<file path="src/rtl/fb_scanout.sv">
`timescale 1ns/1ps
// fb_scanout
// Video scanout stage that follows the display processor. It generates
// 800x600@60 VGA timing from one pixel clock. It pixel-doubles a
// RESOLUTION_X x RESOLUTION_Y framebuffer of palette indices and resolves each
// index to RGB through a palette memory.
//
// Ports:
//   clk              pixel clock
//   reset            asynchronous, active-high reset
//   fb_rd_addr       framebuffer read address (synchronous read, 1 clk latency)
//   fb_rd_data       palette index returned by the framebuffer
//   palette_rd_addr  palette read address (the index just read from the framebuffer)
//   palette_rd_data  12-bit colour, R in the MSBs (synchronous read, 1 clk latency)
//   vga_r/g/b        registered pixel colour, forced to 0 outside the active area
//   vga_hs/vga_vs    registered sync outputs, equal to SYNC_POL while asserted
//   vblank_pulse     one-clock pulse on the first clock of the first blanking line
//
// A counter position presented at cycle t appears on the pins at cycle t+3.
module fb_scanout #(
    parameter int RESOLUTION_X   = 400,
    parameter int RESOLUTION_Y   = 300,
    parameter int PALETTE_LENGTH = 256,
    parameter int COLOR_BITS     = 12,
    parameter int H_ACTIVE       = 800,
    parameter int H_FP           = 40,
    parameter int H_SYNC         = 128,
    parameter int H_BP           = 88,
    parameter int V_ACTIVE       = 600,
    parameter int V_FP           = 1,
    parameter int V_SYNC         = 4,
    parameter int V_BP           = 23,
    parameter bit SYNC_POL       = 1'b1,
    localparam int ADDR_W        = $clog2(RESOLUTION_X * RESOLUTION_Y),
    localparam int IDX_W         = $clog2(PALETTE_LENGTH)
) (
    input  logic                  clk,
    input  logic                  reset,
    output logic [ADDR_W-1:0]     fb_rd_addr,
    input  logic [IDX_W-1:0]      fb_rd_data,
    output logic [IDX_W-1:0]      palette_rd_addr,
    input  logic [COLOR_BITS-1:0] palette_rd_data,
    output logic [3:0]            vga_r,
    output logic [3:0]            vga_g,
    output logic [3:0]            vga_b,
    output logic                  vga_hs,
    output logic                  vga_vs,
    output logic                  vblank_pulse
);

    localparam int H_TOTAL  = H_ACTIVE + H_FP + H_SYNC + H_BP;
    localparam int V_TOTAL  = V_ACTIVE + V_FP + V_SYNC + V_BP;
    localparam int HW       = $clog2(H_TOTAL);
    localparam int VW       = $clog2(V_TOTAL);
    localparam int HS_START = H_ACTIVE + H_FP;
    localparam int HS_END   = HS_START + H_SYNC;
    localparam int VS_START = V_ACTIVE + V_FP;
    localparam int VS_END   = VS_START + V_SYNC;

    // Base address of the last framebuffer row. It is used during vertical
    // blanking, because row_base has already stepped past the end of the buffer
    // by then.
    localparam logic [ADDR_W-1:0] LAST_ROW = ADDR_W'((RESOLUTION_Y - 1) * RESOLUTION_X);
    localparam logic [HW-1:0]     MAX_COL  = HW'(RESOLUTION_X - 1);

    // Saturate the doubled-pixel column so that horizontal blanking never
    // addresses past the end of the row.
    function automatic logic [HW-1:0] sat_col(input logic [HW-1:0] col);
        return (col > MAX_COL) ? MAX_COL : col;
    endfunction

    logic [HW-1:0]     h_cnt;
    logic [VW-1:0]     v_cnt;
    logic [ADDR_W-1:0] row_base;
    logic              line_end;
    logic              frame_end;

    logic              vld_p0;
    logic              hs_p0;
    logic              vs_p0;
    logic [HW-1:0]     col_p0;
    logic [ADDR_W-1:0] row_p0;

    logic              vld_p1;
    logic              hs_p1;
    logic              vs_p1;
    logic              vld_p2;
    logic              hs_p2;
    logic              vs_p2;
    logic [11:0]       rgb_p3;

    assign line_end  = (h_cnt == HW'(H_TOTAL - 1));
    assign frame_end = line_end && (v_cnt == VW'(V_TOTAL - 1));

    always_ff @(posedge clk or posedge reset) begin
        if (reset) begin
            h_cnt <= '0;
            v_cnt <= '0;
        end else if (line_end) begin
            h_cnt <= '0;
            v_cnt <= frame_end ? '0 : v_cnt + VW'(1);
        end else begin
            h_cnt <= h_cnt + HW'(1);
        end
    end

    // Each framebuffer row is shown on two consecutive lines, so the row base
    // advances only at the end of odd lines. This replaces a v_cnt * RESOLUTION_X
    // multiply.
    always_ff @(posedge clk or posedge reset) begin
        if (reset) begin
            row_base <= '0;
        end else if (frame_end) begin
            row_base <= '0;
        end else if (line_end && v_cnt[0] && (v_cnt < VW'(V_ACTIVE))) begin
            row_base <= row_base + ADDR_W'(RESOLUTION_X);
        end
    end

    // ---- Stage p0: counter position -> framebuffer address ----
    assign vld_p0     = (h_cnt < HW'(H_ACTIVE)) && (v_cnt < VW'(V_ACTIVE));
    assign hs_p0      = (h_cnt >= HW'(HS_START)) && (h_cnt < HW'(HS_END));
    assign vs_p0      = (v_cnt >= VW'(VS_START)) && (v_cnt < VW'(VS_END));
    assign row_p0     = (v_cnt < VW'(V_ACTIVE)) ? row_base : LAST_ROW;
    assign col_p0     = sat_col(h_cnt >> 1);
    assign fb_rd_addr = row_p0 + ADDR_W'(col_p0);

    // ---- Stage p1: framebuffer index -> palette address ----
    assign palette_rd_addr = fb_rd_data;

    always_ff @(posedge clk or posedge reset) begin
        if (reset) begin
            vld_p1 <= 1'b0;
            hs_p1  <= 1'b0;
            vs_p1  <= 1'b0;
        end else begin
            vld_p1 <= vld_p0;
            hs_p1  <= hs_p0;
            vs_p1  <= vs_p0;
        end
    end

    // ---- Stage p2: palette colour valid ----
    always_ff @(posedge clk or posedge reset) begin
        if (reset) begin
            vld_p2 <= 1'b0;
            hs_p2  <= 1'b0;
            vs_p2  <= 1'b0;
        end else begin
            vld_p2 <= vld_p1;
            hs_p2  <= hs_p1;
            vs_p2  <= vs_p1;
        end
    end

    // ---- Stage p3: registered pins ----
    always_ff @(posedge clk or posedge reset) begin
        if (reset) begin
            rgb_p3       <= '0;
            vga_hs       <= ~SYNC_POL;
            vga_vs       <= ~SYNC_POL;
            vblank_pulse <= 1'b0;
        end else begin
            rgb_p3       <= vld_p2 ? 12'(palette_rd_data) : 12'h000;
            vga_hs       <= ~(hs_p2 ^ SYNC_POL);
            vga_vs       <= ~(vs_p2 ^ SYNC_POL);
            // vblank_pulse is not delayed through the pipeline. It marks the
            // first clock of line V_ACTIVE for the processor.
            vblank_pulse <= line_end && (v_cnt == VW'(V_ACTIVE - 1));
        end
    end

    assign {vga_r, vga_g, vga_b} = rgb_p3;

endmodule

</file>
<file path="config.mk">
export PLATFORM = sky130hd
export DESIGN_NAME = fb_scanout
export DESIGN_NICKNAME = d
export VERILOG_FILES = /design/src/rtl/fb_scanout.sv
export SDC_FILE = /design/constraint.sdc
export NUM_CORES = 1
export LEC_CHECK = 0
export ABC_CLOCK_PERIOD_IN_PS = 2800
export BUFFER_PORTS_ARGS = -buffer_cell sky130_fd_sc_hd__buf_2
export CORE_ASPECT_RATIO = 0.75
export CORE_UTILIZATION = 52
export CTS_BUF_LIST = sky130_fd_sc_hd__clkbuf_4 sky130_fd_sc_hd__clkbuf_8
export DETAILED_ROUTE_END_ITERATION = 8
export GPL_TIMING_DRIVEN = 0
export PLACE_DENSITY = 0.77
export SLEW_MARGIN = 40
export SYNTH_ARGS = -nofsm -noshare
export SYNTH_HDL_FRONTEND = slang
export SYNTH_SLANG_ARGS = --single-unit
</file>
<file path="constraint.sdc">
create_clock -name clk -period 2.8 [get_ports clk]
set_input_delay 0.14 -clock clk [delete_from_list [all_inputs] [get_ports clk]]
set_output_delay 0.14 -clock clk [all_outputs]
set_load 0.1 [all_outputs]
</file>
==> summary.md, run 1 <==
| Metric | Value |
|---|---|
| Worst setup path category | flop to output port |
| Final WL | ~8600 µm |
| Sequential cell area | between 1000 and 1500 µm² |
| Slowest stage delay, CP | 450 ps |
| Worst slack, placed | -588 ps |
| Multi-input gate area | between 2000 and 2500 µm² |
| Clk root buf | clkbuf_8 |
| Layout area overhead | 37.1% |
| Seq cells post-synth | 55 |
| Number of library cell types mapped by synthesis | slightly above 60 |
| Largest net degree at the start of global routing | 30 |
| Wire length per cell | around 17 µm |
| CTS clk-pin slew, worst paths | around 110 ps |
| Tcrit/Tclk final | 110% |
| # DRC | 0 |
| Syn_area_per_cell | ~9.5 µm² |
| Commonest cells after routing, fill and taps aside | 48 x dfrtp_1, 47 x buf_2, 33 x nand2_1 |
| CTS tree | yes |
| Synth Warn # | 0 |
| Setup TNS | -1550 ps |
| CP Cell Sequence | o311ai_4 > and2b_2 > and2_4 > ha_4 > o21a_1 > o2111ai_2 > o21ba_4 > o2111ai_4 > mux2i_4 > buf_12 |
| Initial antenna violation count | 0 |
| Vias | about 3000 |
| Fmax achieved | 323 MHz |
| Hold Vio Cnt, Final | 0 |
| Setup crit end kind | output port |
| Ys flop type | dfrtp_1 |
| IO Port Bufs | 53 |
| Die Y | 70.4 µm |
| Max IR drop VDD | 0.229 mV |
| RSZ-0062 raised after global routing | true |
| Gr usage total | about a quarter |
| CP Data Arrival Time | a little under 3000 ps |
| # Max-Cap Violations | 0 |
| Number of DRC markers in iteration 0 | 270 |
| Row cnt | 24 |
| Netlist Area Pre-Place | 3240 µm² |
| Pwr Density | 332 nW/µm² |
| Slowest cell on the critical path | dfrtp_2 |
| Slew @ Worst Pin | a little under 700 ps |
| Commonest non-fill, non-tap cell in the layout | dfrtp_1 |
| Worst skew pair latency | approximately 320 ps |
| Hpwl dp | between 5000 and 6000 µm |
| Total grt overflow | 0 |
| ANT cells | 0 |
| Die Wd | 93.2 µm |
| Seq/Total Area, Yosys | a little over two fifths |
| CTS sink cnt | 55 |
| Core Box Area | just under 6000 µm² |
| First-pass GRT wire length | roughly 14000 µm |
| Final Wtd Congestion | 0.860 |
| Initial Utilization | 54.8% |
| Min cycle time layout | between 3000 and 4000 ps |
| Failing checks | setup timing |
| DIE AREA | ~6600 µm² |
| H-tree depth | 2 |
| Number of flops mapped to enable cells by yosys | 0 |
| Post-route cell area | approximately 4400 µm² |
| Vias in the first global route | ~2800 |
| Clock Path Buffers | 2 |
| Max-slew violations | 0 |
| Finished Core Util | approximately three quarters |
| Vias per inst | 5.78 |
| CP Data Required Time | 2660 ps |
| Hold/Removal Path Class | primary input to flop |
| 1st-pass router iterations | 5 |
| Crit start category | flop |
| Setup WS post-layout | -293 ps |
| Crit Path Max Fanout | 4 |
| Normalized max-slew margin | a little over half |
| CTS Buf Count | 5 |
| Total I/O pin count | 62 |
| Final layout net count | 464 |
| # fillers | 397 |
| Delay-heaviest family, CP | compound AO/OA/AOI/OAI gates |
| Status | complete, but fails checks |
| Setup Viol. Count Final | 10 |
| Placed inst area | 3850 µm² |
| Synth async-reset ratio | 100% |
| Share of cells above drive strength 1 | between 30% and 40% |
| Setup Skew | ~9.5 ps |
| Routed Antenna Nets | 0 |
| Post-Synthesis Cells | between 300 and 400 |
| Leakage | slightly below 0.002 µW |
| Buf/Inv on CP | 1 |
kinds of logic after synthesis:
group,after synthesis,share of synthesized area [%]
AND/OR/NAND/NOR,132,22.3
multiplexers,7,2.20
XOR/XNOR,26,7.02
other,1,0.116
buffers and inverters,36,5.75
adder cells (fa/ha/maj),14,5.63
flip-flops,55,42.4
AO/OA/AOI/OAI,72,14.5
final cells by class:
type	instances	share of cell area, %
clock buffer	5	1.55
multi-input combinational	255	46.8
sequential	55	31.1
timing repair buffer	77	13.3
clock inverter	3	0.506
tap	78	2.19
inverter	13	1.15
buffer	21	3.29
flip-flops by register name, indices dropped and copies added (netlist names):
register and count:
h_cnt 11, hs_p1 1, hs_p2 1, rgb_p3 12, row_base 13, v_cnt 10
vblank_pulse 1, vga_hs 1, vga_vs 1, vld_p1 1, vld_p2 1, vs_p1 1
vs_p2 1
synthesized netlist by cell type (5+ instances only):
master | count | area (µm²)
buf_4 | 9 | 67.6
nand4_1 | 9 | 56.3
clkbuf_1 | 5 | 18.8
mux2i_1 | 6 | 60.1
and2_1 | 18 | 113
a21oi_1 | 19 | 95.1
nand3_1 | 11 | 55.1
nand2_1 | 36 | 135
nor2_1 | 17 | 63.8
dfrtp_1 | 55 | 1380
nand2b_1 | 9 | 56.3
buf_2 | 7 | 35.0
o31ai_1 | 5 | 37.5
nor3_1 | 5 | 25.0
o21ai_0 | 20 | 100
ha_1 | 13 | 163
xor2_1 | 8 | 70.1
xnor2_1 | 18 | 158
inv_1 | 13 | 48.8
through the flow:
stage                     power (µW)  hold slack [ps]  instances
final                           1470             22.1        507
after global routing            1530             18.8        507
after CTS                       1480             23.0        501
after detailed placement        1020              148        478
after global placement          1020              331        477
after floorplan                  989              274        346
worst paths after layout:
| kind | startpoint | end | slack (ps) | depth (start not counted) |
|---|---|---|---|---|
| min reg2reg | vs_p2 | vga_vs | 360 | 0 |
| max | h_cnt[5] | fb_rd_addr[13] | -290 | 10 |
| max reg2reg | v_cnt[9] | row_base[7] | 670 | 6 |
| min in group asynchronous | reset | v_cnt[2] | 350 | 3 |
| min | palette_rd_data[2] | rgb_p3[2] | 20 | 2 |
| max in group asynchronous | reset | h_cnt[8] | 1980 | 4 |
timing repair:
item,in CTS,in global routing
hold buffers,1,0
gates cloned,0,0
gates resized for setup,67,14
setup buffers,16,6
hold endpoints to repair,26,0
setup endpoints to repair,11,11
pin swaps,20,10
routing by layer:
| metal | share of wire [%] | routed length [µm] | vias up | GRT usage (%) |
|---|---|---|---|---|
| met5 | 0 | 0 | - | 0 |
| li1 | - | - | 1357 | - |
| met1 | 43 | 3680 | 1413 | 37.6 |
| met3 | 6.6 | 569 | 25 | 4.14 |
| met2 | 48 | 4110 | 137 | 42.1 |
| met4 | 2.7 | 231 | 0 | 7.01 |
report_power, final:
part | leakage (µW) | switching (µW) | internal, µW
clock | 0.0000485 | 284 | 180
sequential | 0.000706 | 1.93 | 802
combinational | 0.00120 | 168 | 38.6
total | 0.00195 | 454 | 1020
(Power assumes the default switching activity.)
==> inputs of run 2 (changes only) <==
--- a/config.mk
+++ b/config.mk
@@ -13,7 +13,7 @@
 export DETAILED_ROUTE_END_ITERATION = 8
 export GPL_TIMING_DRIVEN = 0
 export PLACE_DENSITY = 0.77
-export SLEW_MARGIN = 40
+export SKIP_CTS_REPAIR_TIMING = 1
 export SYNTH_ARGS = -nofsm -noshare
 export SYNTH_HDL_FRONTEND = slang
 export SYNTH_SLANG_ARGS = --single-unit
==> run 2 against run 1 <==
Compared with the run above:
- count of clock-buffer cells in the layout stayed put
- combinational power hardly changed
- power is 0.68% lower
- core utilization is 1.7 points lower
- critical path type unchanged
- clock power is 2% lower
- fmax is 2.6% lower
- the run still ends with setup timing left
- design area is 2.2% lower
- highest routed layer unchanged
- final cell count is 0.39% lower
- sequential power hardly changed
- non-clock buffer count is 2 lower
- global-route usage is 2.9 points lower
- setup slack worse by 82 ps
==> summary.md, run 2 (synthesis results as in run 1) <==
| Metric | Value |
|---|---|
| CP Cell Sequence | buf_6 > o311ai_4 > and2b_2 > and2_4 > ha_4 > o21a_1 > o2111ai_2 > o21ba_4 > o2111ai_4 > mux2i_4 > buf_12 (was o311ai_4 > and2b_2 > and2_4 > ha_4 > o21a_1 > o2111ai_2 > o21ba_4 > o2111ai_4 > mux2i_4 > buf_12) |
| RSZ-0062 raised after global routing | true (unchanged) |
| Crit Path Max Fanout | 6 (was 4) |
| Largest regs | row_base x13, rgb_p3 x12, h_cnt x11 (unchanged) |
| Routed Antenna Nets | 0 (unchanged) |
| Commonest non-fill, non-tap cell in the layout | dfrtp_1 (unchanged) |
| Min cycle time layout | 3180 ps (was 3090 ps) |
| Worst Hold Depth | 2 (unchanged) |
| Gr usage total | 23.6% (was 26.4%) |
| Final layout net count | 462 (was 464) |
| Dpl cells | 478 (unchanged) |
| Slowest stage delay, CP | 390 ps (was 450 ps) |
| Cells on worst reg2reg path | 6 (unchanged) |
| Leakage | 0.00195 µW (about the same) |
| Die Y | 70.4 µm (unchanged) |
| Delay-heaviest family, CP | compound AO/OA/AOI/OAI gates (unchanged) |
| Normalized max-slew margin | 58.8% (was 54.8%) |
| CTS Buf Count | 5 (unchanged) |
| H-tree depth | 2 (unchanged) |
| Hpwl dp | 5420 µm (was 5460 µm) |
| Setup Skew | 5.83 ps (was 9.48 ps) |
| Share of cells above drive strength 1 | 36.8% (was 38.7%) |
| Vias in the first global route | 2480 (was 2753) |
| Worst setup path category | flop to output port (unchanged) |
| Vias | 2825 (was 2932) |
| Largest net degree at the start of global routing | 30 (unchanged) |
| Vias per inst | 5.59 (was 5.78) |
| Slowest cell on the critical path | dfrtp_1 (was dfrtp_2) |
| Hold/Removal Path Class | primary input to flop (unchanged) |
| Final Wtd Congestion | 0.860 (unchanged) |
| Status | complete, but fails checks (unchanged) |
| Core Box Area | 5920 µm² (unchanged) |
| CTS sink cnt | 55 (unchanged) |
| Setup Viol. Count Final | 10 (unchanged) |
| Pwr Density | 337 nW/µm² (was 332 nW/µm²) |
| Layout area overhead | 34.1% (was 37.1%) |
| ANT cells | 0 (unchanged) |
| Max IR drop VDD | 0.258 mV (was 0.229 mV) |
| Reg-to-reg endpoint | v_cnt[6] (was row_base[7]) |
| Critical Path End | fb_rd_addr[13] (unchanged) |
| # Max-Cap Violations | 0 (unchanged) |
| Fmax achieved | 315 MHz (was 323 MHz) |
| DIE AREA | 6560 µm² (unchanged) |
| CTS clk-pin slew, worst paths | 100 ps (was 110 ps) |
| Crit start category | flop (unchanged) |
| Worst skew pair latency | 320 ps (about the same) |
| Tcrit/Tclk final | 113% (was 110%) |
| Clock Path Buffers | 2 (unchanged) |
| Number of DRC markers in iteration 0 | 194 (was 270) |
| CP Data Required Time | 2660 ps (about the same) |
| Row cnt | 24 (unchanged) |
| First-pass GRT wire length | 12100 µm (was 13500 µm) |
| Number of flip-flops in the largest register | 13 (unchanged) |
| Failing checks | setup timing (unchanged) |
| Hold Vio Cnt, Final | 0 (unchanged) |
| # DRC | 0 (unchanged) |
| Commonest cells after routing, fill and taps aside | 49 x dfrtp_1, 47 x buf_2, 34 x nand2_1 (was 48 x dfrtp_1, 47 x buf_2, 33 x nand2_1) |
| Die Wd | 93.2 µm (unchanged) |
| Final std cells w/o fill | 505 (was 507) |
| CP Data Arrival Time | 3040 ps (was 2950 ps) |
| Buf/Inv on CP | 2 (was 1) |
| Clk root buf | clkbuf_8 (unchanged) |
| Total grt overflow | 0 (unchanged) |
| Launch point of the worst reg-to-reg path | v_cnt[9] (unchanged) |
| Slew @ Worst Pin | 617 ps (was 676 ps) |
| Setup WS post-layout | -376 ps (was -293 ps) |
| Initial antenna violation count | 0 (unchanged) |
| Wire length per cell | 15.3 µm (was 16.9 µm) |
| Setup crit end kind | output port (unchanged) |
| Final WL | 7740 µm (was 8590 µm) |
| FF-to-FF setup slack | 630 ps (was 670 ps) |
| Power Total | 1460 µW (was 1470 µW) |
| Total I/O pin count | 62 (unchanged) |
| CTS tree | yes (unchanged) |
| Initial Utilization | 54.8% (unchanged) |
| Worst Setup SP | h_cnt[5] (unchanged) |
| IO Port Bufs | 53 (unchanged) |
| 1st-pass router iterations | 5 (unchanged) |
| Largest reg by FF count | row_base (unchanged) |
| Max-slew violations | 0 (unchanged) |
| Cell depth of the worst setup path | 11 (was 10) |
[run 2: cell types whose count changed in the layout (fill, tap and decap cells not counted), sizes merged]
cell	delta
buf	-2
[run 2: stage by stage]
stage	cell area [µm²]	setup slack [ps]	hold WS, ps	utilization (%)	setup TNS (ps)
after floorplan	3470	-281	274	-	-1220
after global placement	3830	-557	331	64.7	-4020
after detailed placement	3850	-592	239	65.1	-4390
after CTS	3940	-973	-109	66.6	-8280
after global routing	4350	-473	16.0	73.5	-3400
final	4350	-376	25.7	73.5	-2230
[run 2: worst min-delay path by stage]
stage / startpoint / end / slack, ps
floorplan: palette_rd_data[0] / rgb_p3[0] / 270
global route: palette_rd_data[9] / rgb_p3[9] / 20
global placement: hs_p1 / hs_p2 / 330
detailed placement: reset / vblank_pulse / 240
finish: palette_rd_data[3] / rgb_p3[3] / 30
CTS: reset / row_base[8] / -110
[run 2: layout make-up]
type,instances,area [µm²]
multi-input combinational,255,2010
fill,408,1570
sequential,55,1380
timing repair buffer,74,559
buffer,22,158
tap,78,97.6
clock buffer,5,68.8
inverter,13,48.8
clock inverter,3,22.5
[run 2: power breakdown]
| group | leakage (µW) | switching, µW | total, µW | internal (µW) |
|---|---|---|---|---|
| Combinational | 0.00119 | 166 | 203 | 37.3 |
| Clock | 0.0000485 | 277 | 457 | 180 |
| Sequential | 0.000706 | 1.77 | 804 | 802 |
[run 2: layer usage]
metal | global-route usage [%] | wire length, µm | vias up
met4 | 5.47 | 66 | 0
met2 | 35.5 | 3670 | 111
li1 | - | - | 1345
met3 | 3.92 | 453 | 8
met1 | 35.5 | 3550 | 1361
met5 | 0 | 0 | -
